--- config.mk ---
export PLATFORM = sky130hd
export DESIGN_NAME = jericalla_instr_issuer_flat
export DESIGN_NICKNAME = d
export VERILOG_FILES = /design/src/rtl/jericalla_pkg.sv /design/src/rtl/jericalla_instr_issuer_if.sv /design/src/rtl/issue_scoreboard.sv /design/src/rtl/jericalla_instr_issuer.sv /design/src/flat_wrapper.sv
export SDC_FILE = /design/constraint.sdc
export NUM_CORES = 1
export LEC_CHECK = 0
export BUFFER_PORTS_ARGS = -buffer_cell sky130_fd_sc_hd__buf_2
export CORE_MARGIN = 4
export CORE_UTILIZATION = 25
export CTS_BUF_LIST = sky130_fd_sc_hd__clkbuf_4 sky130_fd_sc_hd__clkbuf_8
export CTS_CLUSTER_DIAMETER = 120
export DETAILED_ROUTE_END_ITERATION = 8
export PLACE_DENSITY = 0.42
export SLEW_MARGIN = 20
export SYNTH_ARGS = -nofsm -noshare
export SYNTH_HDL_FRONTEND = slang
export SYNTH_SLANG_ARGS = --single-unit
--- constraint.sdc ---
create_clock -name clock -period 3.5 [get_ports clock]
set_input_delay 0.35 -clock clock [delete_from_list [all_inputs] [get_ports clock]]
set_output_delay 0.35 -clock clock [all_outputs]
set_load 0.005 [all_outputs]
--- src/rtl/jericalla_pkg.sv ---
// rtl/jericalla_pkg.sv - shared constants, instruction field helpers and FSM encoding for the issuer
package jericalla_pkg;

  localparam int DEF_PROG_DEPTH    = 64;
  localparam int DEF_ADDR_W        = $clog2(DEF_PROG_DEPTH);
  localparam int DEF_HAZARD_WINDOW = 2;
  localparam int INSTR_W           = 17;
  localparam int REG_W             = 5;

  localparam logic [1:0] OP_0 = 2'b00;
  localparam logic [1:0] OP_1 = 2'b01;
  localparam logic [1:0] OP_2 = 2'b10;
  localparam logic [1:0] OP_3 = 2'b11;

  localparam int OP_HI  = 16;
  localparam int OP_LO  = 15;
  localparam int RD_HI  = 14;
  localparam int RD_LO  = 10;
  localparam int RS1_HI = 9;
  localparam int RS1_LO = 5;
  localparam int RS2_HI = 4;
  localparam int RS2_LO = 0;

  typedef enum logic [1:0] {
    IDLE  = 2'd0,
    RUN   = 2'd1,
    STALL = 2'd2,
    DRAIN = 2'd3
  } state_t;

  // OP_3 is the only opcode that leaves the register file untouched
  function automatic logic writes_rd(input logic [1:0] op);
    return (op == OP_0) || (op == OP_1) || (op == OP_2);
  endfunction

  function automatic logic [1:0] get_op(input logic [INSTR_W-1:0] instr);
    return instr[OP_HI:OP_LO];
  endfunction

  function automatic logic [REG_W-1:0] get_rd(input logic [INSTR_W-1:0] instr);
    return instr[RD_HI:RD_LO];
  endfunction

  function automatic logic [REG_W-1:0] get_rs1(input logic [INSTR_W-1:0] instr);
    return instr[RS1_HI:RS1_LO];
  endfunction

  function automatic logic [REG_W-1:0] get_rs2(input logic [INSTR_W-1:0] instr);
    return instr[RS2_HI:RS2_LO];
  endfunction

endpackage

--- src/rtl/jericalla_instr_issuer_if.sv ---
// rtl/jericalla_instr_issuer_if.sv - program load, start control and instruction issue signals
interface jericalla_instr_issuer_if #(
  parameter int ADDR_W = jericalla_pkg::DEF_ADDR_W
);

  logic                           load_enable;
  logic [ADDR_W-1:0]              load_addr;
  logic [jericalla_pkg::INSTR_W-1:0] load_data;
  logic                           start;
  logic [ADDR_W:0]                prog_length;
  logic                           core_ready;
  logic [jericalla_pkg::INSTR_W-1:0] instruction;
  logic                           issue_valid;
  logic [ADDR_W-1:0]              pc;
  logic                           busy;
  logic                           done;

  modport master (
    input  load_enable, load_addr, load_data, start, prog_length, core_ready,
    output instruction, issue_valid, pc, busy, done
  );

  modport slave (
    output load_enable, load_addr, load_data, start, prog_length, core_ready,
    input  instruction, issue_valid, pc, busy, done
  );

endinterface

--- src/rtl/issue_scoreboard.sv ---
// rtl/issue_scoreboard.sv - shift register of recently issued destination registers with hazard compare
module issue_scoreboard
  import jericalla_pkg::*;
#(
  parameter int HAZARD_WINDOW = DEF_HAZARD_WINDOW
) (
  input  logic             clock,
  input  logic             reset_n,
  input  logic             shift_en,
  input  logic             push_valid,
  input  logic [REG_W-1:0] push_rd,
  input  logic [REG_W-1:0] rs1,
  input  logic [REG_W-1:0] rs2,
  output logic             hazard
);

  logic [HAZARD_WINDOW-1:0]            slot_valid;
  logic [HAZARD_WINDOW-1:0][REG_W-1:0] slot_rd;
  logic [HAZARD_WINDOW-1:0]            view_valid;
  logic [HAZARD_WINDOW-1:0][REG_W-1:0] view_rd;

  always_ff @(posedge clock or negedge reset_n) begin
    if (!reset_n) begin
      slot_valid <= '0;
      slot_rd    <= '0;
    end else if (shift_en) begin
      slot_valid[0] <= push_valid;
      slot_rd[0]    <= push_rd;
      for (int i = 1; i < HAZARD_WINDOW; i++) begin
        slot_valid[i] <= slot_valid[i-1];
        slot_rd[i]    <= slot_rd[i-1];
      end
    end
  end

  // Compare against the window as it will stand after this cycle's shift,
  // since that is what the instruction loaded now will meet in the core.
  always_comb begin
    view_valid = slot_valid;
    view_rd    = slot_rd;
    hazard     = 1'b0;
    if (shift_en) begin
      view_valid[0] = push_valid;
      view_rd[0]    = push_rd;
      for (int i = 1; i < HAZARD_WINDOW; i++) begin
        view_valid[i] = slot_valid[i-1];
        view_rd[i]    = slot_rd[i-1];
      end
    end
    for (int i = 0; i < HAZARD_WINDOW; i++) begin
      if (view_valid[i] && ((view_rd[i] == rs1) || (view_rd[i] == rs2))) begin
        hazard = 1'b1;
      end
    end
  end

endmodule

--- src/rtl/jericalla_instr_issuer.sv ---
// rtl/jericalla_instr_issuer.sv - program store, pc and issue FSM feeding the JericallaEvo core
// ISSUER_INTERLOCK_EN adds the scoreboard and the STALL path that bubbles around RAW hazards.
module jericalla_instr_issuer
  import jericalla_pkg::*;
#(
  parameter int PROG_DEPTH    = DEF_PROG_DEPTH,
  parameter int HAZARD_WINDOW = DEF_HAZARD_WINDOW
) (
  input  logic                     clock,
  input  logic                     reset_n,
  jericalla_instr_issuer_if.master bus
);

  localparam int ADDR_W = $clog2(PROG_DEPTH);
  localparam int LEN_W  = ADDR_W + 1;
  localparam int CNT_W  = $clog2(HAZARD_WINDOW + 1);

  logic [INSTR_W-1:0] store [PROG_DEPTH];

  state_t             state, state_d;
  logic [INSTR_W-1:0] instr_q, instr_d;
  logic               valid_q, valid_d;
  logic [ADDR_W-1:0]  pc_q, pc_d;
  logic               busy_q, busy_d;
  logic               done_q, done_d;
  logic [LEN_W-1:0]   len_q, len_d;
  logic [CNT_W-1:0]   cnt_q, cnt_d;

  logic [LEN_W-1:0]   len_in;
  logic [ADDR_W-1:0]  rd_addr;
  logic [INSTR_W-1:0] rd_data;
  logic               transfer;
  logic               is_last;
  logic               hazard;

  always_ff @(posedge clock) begin
    if (bus.load_enable && !busy_q) begin
      store[bus.load_addr] <= bus.load_data;
    end
  end

  assign len_in   = (bus.prog_length > LEN_W'(PROG_DEPTH)) ? LEN_W'(PROG_DEPTH) : bus.prog_length;
  assign transfer = (state == RUN) && valid_q && bus.core_ready;
  assign is_last  = ({1'b0, pc_q} == (len_q - LEN_W'(1)));

  // Address of the instruction that would be presented next cycle.
  always_comb begin
    rd_addr = '0;
    case (state)
      IDLE:    rd_addr = '0;
      RUN:     rd_addr = pc_q + ADDR_W'(1);
      STALL:   rd_addr = pc_q;
      default: rd_addr = pc_q;
    endcase
  end

  assign rd_data = store[rd_addr];

`ifdef ISSUER_INTERLOCK_EN
  logic shift_en;
  logic push_valid;

  // A held cycle (valid but not accepted) must not age the window.
  assign shift_en   = !((state == RUN) && !bus.core_ready);
  assign push_valid = transfer && writes_rd(get_op(instr_q));

  issue_scoreboard #(
    .HAZARD_WINDOW(HAZARD_WINDOW)
  ) u_scoreboard (
    .clock      (clock),
    .reset_n    (reset_n),
    .shift_en   (shift_en),
    .push_valid (push_valid),
    .push_rd    (get_rd(instr_q)),
    .rs1        (get_rs1(rd_data)),
    .rs2        (get_rs2(rd_data)),
    .hazard     (hazard)
  );
`else
  assign hazard = 1'b0;
`endif

  always_ff @(posedge clock or negedge reset_n) begin
    if (!reset_n) begin
      state   <= IDLE;
      instr_q <= '0;
      valid_q <= 1'b0;
      pc_q    <= '0;
      busy_q  <= 1'b0;
      done_q  <= 1'b0;
      len_q   <= '0;
      cnt_q   <= '0;
    end else begin
      state   <= state_d;
      instr_q <= instr_d;
      valid_q <= valid_d;
      pc_q    <= pc_d;
      busy_q  <= busy_d;
      done_q  <= done_d;
      len_q   <= len_d;
      cnt_q   <= cnt_d;
    end
  end

  always_comb begin
    state_d = state;
    instr_d = instr_q;
    valid_d = valid_q;
    pc_d    = pc_q;
    busy_d  = busy_q;
    done_d  = 1'b0;
    len_d   = len_q;
    cnt_d   = cnt_q;
    case (state)
      IDLE: begin
        // done_q marks the completion cycle, where a new start is refused
        if (bus.start && !done_q) begin
          busy_d = 1'b1;
          len_d  = len_in;
          pc_d   = '0;
          cnt_d  = '0;
          if (len_in == '0) begin
            state_d = DRAIN;
          end else if (hazard) begin
            state_d = STALL;
            valid_d = 1'b0;
          end else begin
            state_d = RUN;
            instr_d = rd_data;
            valid_d = 1'b1;
          end
        end
      end
      RUN: begin
        if (transfer) begin
          if (is_last) begin
            state_d = DRAIN;
            valid_d = 1'b0;
            cnt_d   = '0;
          end else begin
            pc_d = pc_q + ADDR_W'(1);
            if (hazard) begin
              state_d = STALL;
              valid_d = 1'b0;
            end else begin
              instr_d = rd_data;
            end
          end
        end
      end
      STALL: begin
        if (!hazard) begin
          state_d = RUN;
          instr_d = rd_data;
          valid_d = 1'b1;
        end
      end
      DRAIN: begin
        if (cnt_q == CNT_W'(HAZARD_WINDOW - 1)) begin
          state_d = IDLE;
          done_d  = 1'b1;
          busy_d  = 1'b0;
          pc_d    = '0;
          cnt_d   = '0;
        end else begin
          cnt_d = cnt_q + CNT_W'(1);
        end
      end
      default: state_d = IDLE;
    endcase
  end

  assign bus.instruction = instr_q;
  assign bus.issue_valid = valid_q;
  assign bus.pc          = pc_q;
  assign bus.busy        = busy_q;
  assign bus.done        = done_q;

endmodule

--- src/flat_wrapper.sv ---
// flat-port wrapper written by rule: the top's interface ports become plain ports
module jericalla_instr_issuer_flat import jericalla_pkg::*;
#(
  parameter int PROG_DEPTH    = DEF_PROG_DEPTH,
  parameter int HAZARD_WINDOW = DEF_HAZARD_WINDOW
)
  (clock, reset_n, bus_load_enable, bus_load_addr, bus_load_data, bus_start, bus_prog_length, bus_core_ready, bus_instruction, bus_issue_valid, bus_pc, bus_busy, bus_done);
  jericalla_instr_issuer_if bus_i ();
  input  logic clock;
  input  logic reset_n;
  input wire logic [$bits(bus_i.load_enable)-1:0] bus_load_enable;
  input wire logic [$bits(bus_i.load_addr)-1:0] bus_load_addr;
  input wire logic [$bits(bus_i.load_data)-1:0] bus_load_data;
  input wire logic [$bits(bus_i.start)-1:0] bus_start;
  input wire logic [$bits(bus_i.prog_length)-1:0] bus_prog_length;
  input wire logic [$bits(bus_i.core_ready)-1:0] bus_core_ready;
  output wire logic [$bits(bus_i.instruction)-1:0] bus_instruction;
  output wire logic [$bits(bus_i.issue_valid)-1:0] bus_issue_valid;
  output wire logic [$bits(bus_i.pc)-1:0] bus_pc;
  output wire logic [$bits(bus_i.busy)-1:0] bus_busy;
  output wire logic [$bits(bus_i.done)-1:0] bus_done;
  assign bus_i.load_enable = bus_load_enable;
  assign bus_i.load_addr = bus_load_addr;
  assign bus_i.load_data = bus_load_data;
  assign bus_i.start = bus_start;
  assign bus_i.prog_length = bus_prog_length;
  assign bus_i.core_ready = bus_core_ready;
  assign bus_instruction = bus_i.instruction;
  assign bus_issue_valid = bus_i.issue_valid;
  assign bus_pc = bus_i.pc;
  assign bus_busy = bus_i.busy;
  assign bus_done = bus_i.done;
  jericalla_instr_issuer #(.PROG_DEPTH(PROG_DEPTH), .HAZARD_WINDOW(HAZARD_WINDOW)) u_core (.clock(clock), .reset_n(reset_n), .bus(bus_i));
endmodule
==> results.py <==
metrics = {
    "place": {
        "gp_congestion": 0.805,
        "portBuffers": 60,
        "place_hpwl_um": 103000,
        "place_ws_ns": -0.428,
    },
    "cts": {
        "cts_root_buffer": "clkbuf_8",
        "clock_latency_ns": 0.91,
        "h-tree-depth": 4,
        "cts-buffers-inserted": 192,
        "path_clk_slew_ns": 0.07,
        "cts.path.max_buffers": 3,
        "clkSinkCount": 1125,
        "cts_tree": "yes",
    },
    "detailed_routing": {
        "drt_wl_total_um": 162000,
        "wl_per_cell_um": 27.7,
        "final_antenna_net_count": 0,
        "dr_wl_met3_um": 7910,
        "met1_length_um": 72300,
        "wl_met2_um": 76900,
        "highest_layer": "met4",
        "vias": 28700,
        "via_per_inst": 4.92,
        "dr.pass1.iters": 6,
        "drcViolationCount": 0,
        "drtIter0Drc": 2796,
    },
    "synth": {
        "ys.flop_type": "edfxtp_1",
        "post_synth_fa_ha_maj_area_fraction_pct": 0.0546,
        "synth_top_family_by_area": "compound AO/OA/AOI/OAI gates",
        "ys.warnings.count": 0,
        "synthCells": 2932,
        "synthMuxAreaShare_pct": 6.29,
        "syn_avg_cell_area_um2": 15.6,
        "synth_nets": 2969,
        "synth_enable_flop_cells": 1088,
        "synth_seq_cells": 1125,
        "postSynth.asyncResetShare_pct": 3.29,
        "synth-compound-area-share_pct": 11.2,
        "yosysSeqAreaShare_pct": 73.3,
        "syn_area_um2": 45800,
        "synthSimpleGateAreaFrac_pct": 6.53,
        "synth_cell_type_count": 83,
        "synth_xor_area_share_pct": 0.191,
    },
    "timing": {
        "relSlewSlack_pct": 30.1,
        "period_minus_slack_ns": 3.45,
        "hold_ws_ns": 0.0922,
        "setup_viol": 0,
        "worst_slack_ns": 0.0484,
        "fin_crit_sh_pct": 98.6,
        "tightest_slew_ns": 1.05,
        "rsz0062_at_grt": "true",
        "fmax_ghz": 0.290,
        "finalClockSkew_ns": 0.0574,
        "hold_viol_final": 0,
        "drv_slew": 0,
    },
    "die": {
        "row_count": 156,
        "die-area_um2": 190000,
        "design.core.area_um2": 182000,
        "die_w_um": 436,
        "start_util_pct": 25.3,
        "io_pins": 61,
        "die_y_um": 436,
    },
    "global_route": {
        "grt_max_degree": 75,
        "gr-total-overflow": 0,
        "antenna_found_initial": 8,
        "grt_use_total_pct": 16.6,
        "grt_pass1_vias": 28300,
        "grt_pass1_wl_um": 226000,
    },
    "finish": {
        "fin_util_pct": 30.7,
        "area_growth_pct": 21.4,
        "fin_nets": 3347,
        "layout-drive-gt1-share_pct": 26.2,
    },
    "pwr": {
        "p_per_area_nw_per_um2": 906,
        "finalPower_w": 0.0504,
        "p_leak_nw": 18.1,
        "vdd_drop_max_v": 0.000493,
    },
    "setup_path": {
        "r2r_cells": 10,
        "required_ns": 4.36,
        "path_cells": "buf_12, or3b_1, nand2_4, buf_12, buf_4, a22oi_1, o41ai_1, nor3_1, a211oi_1, o31a_1",
        "endpoint_kind": "flip-flop",
        "cpMostUsedCell": "buf_12",
        "arrival_ns": 4.31,
        "critPathKind": "reg -> reg",
        "max_stage_delay_ns": 0.57,
        "slowest_stage": "dfrtp_4",
        "crit_path_max_fanout": 27,
        "cp-start-kind": "flip-flop",
    },
    "worst_hold_path": {
        "hold_class": "in -> reg",
        "min_path_cells": 1,
    },
    "status": {
        "status": "finished clean",
    },
    "flow_run": {
        "drv_cap": 0,
    },
}
==> synth_stat cells (14+ instances only) <==
| cell type | number | area share (%) |
|---|---|---|
| o21ai_0 | 73 | 0.80 |
| a221o_1 | 31 | 0.68 |
| o22ai_1 | 14 | 0.19 |
| nand2b_1 | 34 | 0.46 |
| nor2_1 | 106 | 0.87 |
| a211o_1 | 22 | 0.42 |
| dfrtp_1 | 37 | 2.0 |
| a22oi_1 | 29 | 0.47 |
| a32oi_1 | 21 | 0.40 |
| nand2_1 | 310 | 2.5 |
| a311oi_1 | 26 | 0.50 |
| mux4_2 | 85 | 4.2 |
| a32o_1 | 29 | 0.63 |
| or3_1 | 29 | 0.40 |
| a221oi_1 | 29 | 0.55 |
| and3_1 | 30 | 0.41 |
| mux2i_1 | 66 | 1.4 |
| clkbuf_1 | 97 | 0.79 |
| edfxtp_1 | 1088 | 71 |
| mux2_2 | 24 | 0.59 |
| inv_1 | 17 | 0.14 |
| a211oi_1 | 58 | 0.95 |
| a21oi_1 | 211 | 2.3 |
| buf_2 | 97 | 1.1 |
| o211ai_1 | 31 | 0.51 |
| nor4_1 | 22 | 0.30 |
| a31oi_1 | 51 | 0.70 |
| nand3_1 | 55 | 0.60 |
==> registers in the layout, summed over array words and instances (netlist names) <==
name                    flops
u_core.store             1088
u_core.bus.busy             1
u_core.bus.done             1
u_core.bus.pc               6
u_core.cnt_q                2
u_core.len_q                7
u_core.state                2
u_core.bus.instruction     17
u_core.bus.issue_valid      1
==> layout make-up <==
type                       instances  area, µm²
timing repair buffer             407       3720
sequential                      1125      33600
antenna                            5       12.5
tap                             2370       2970
multi-input combinational       1567      11500
fill                           17900     126000
clock inverter                    79        544
inverter                          17       63.8
clock buffer                     273       3270
==> logic make-up after synthesis <==
group,after synthesis
AO/OA/AOI/OAI,729
flip-flops,1125
AND/OR/NAND/NOR,649
multiplexers,177
XOR/XNOR,10
buffers and inverters,240
adder cells (fa/ha/maj),2
==> repair_timing <==
| action | CTS | global route |
|---|---|---|
| pin swaps | 12 | 8 |
| setup endpoints to repair | 5 | 10 |
| setup buffers | 16 | 10 |
| endpoints found under the hold margin | 269 | 0 |
| gates resized for setup | 18 | 17 |
| gates cloned | 5 | 0 |
| hold buffers | 27 | 0 |
==> critical path, delay by kind of cell (launching register included) <==
| kind | cells | cell delay [ns] |
|---|---|---|
| flip-flops | 1 | 0.57 |
| AO/OA/AOI/OAI | 4 | 1.25 |
| AND/OR/NAND/NOR | 3 | 0.87 |
| buffers and inverters | 3 | 0.66 |
==> worst paths after layout <==
path	startpoint	to	slack, ns
hold reg to reg	u_core.cnt_q[1]	u_core.cnt_q[1]	0.51
max in group asynchronous	reset_n	u_core.bus.instruction[5]	2.54
hold / removal	bus_load_data[3]	u_core.store[4][3]	0.09
setup reg to reg	u_core.state[1]	u_core.bus.instruction[11]	0.05
setup / recovery	u_core.state[1]	u_core.bus.instruction[11]	0.05
min in group asynchronous	reset_n	u_core.bus.pc[1]	0.62
==> per-layer routing <==
layer  vias up  track usage [%]
li1      12600                -
met1     15100             22.8
met2       872             27.1
met3       246             2.43
met4         0             5.01
met5         -                0
==> cell usage in the layout, fill, tap and decap left out, types with 48 or more instances in the layout <==
master	synthesis	layout
clkbuf_8	0	195
nand3_1	55	54
a211oi_1	58	58
nor2_1	106	54
nand2_1	310	308
buf_2	97	59
nor2_2	2	51
mux2i_1	66	65
a31oi_1	51	49
mux4_2	85	85
edfxtp_1	1088	1088
clkinv_1	0	48
a21oi_1	211	207
o21ai_0	73	72
clkbuf_4	0	78
buf_4	12	264
==> through the flow <==
step / std cells / area (µm²) / TNS, ns
6_report: 5843 / 55600 / 0
5_1_grt: 5840 / 55600 / -0.0904
4_1_cts: 5829 / 55500 / 0
3_5_place_dp: 5429 / 51000 / -1.57
3_3_place_gp: 5429 / 51000 / -1.22
2_1_floorplan: 2932 / 45800 / 0
==> report_power, final <==
| part | switching (W) | total (W) | internal (W) |
|---|---|---|---|
| registers | 0.000418 | 0.0155 | 0.0150 |
| clock network | 0.00550 | 0.0119 | 0.00640 |
| logic | 0.0141 | 0.0230 | 0.00896 |
No activity file was read; power rests on OpenSTA's default activity.
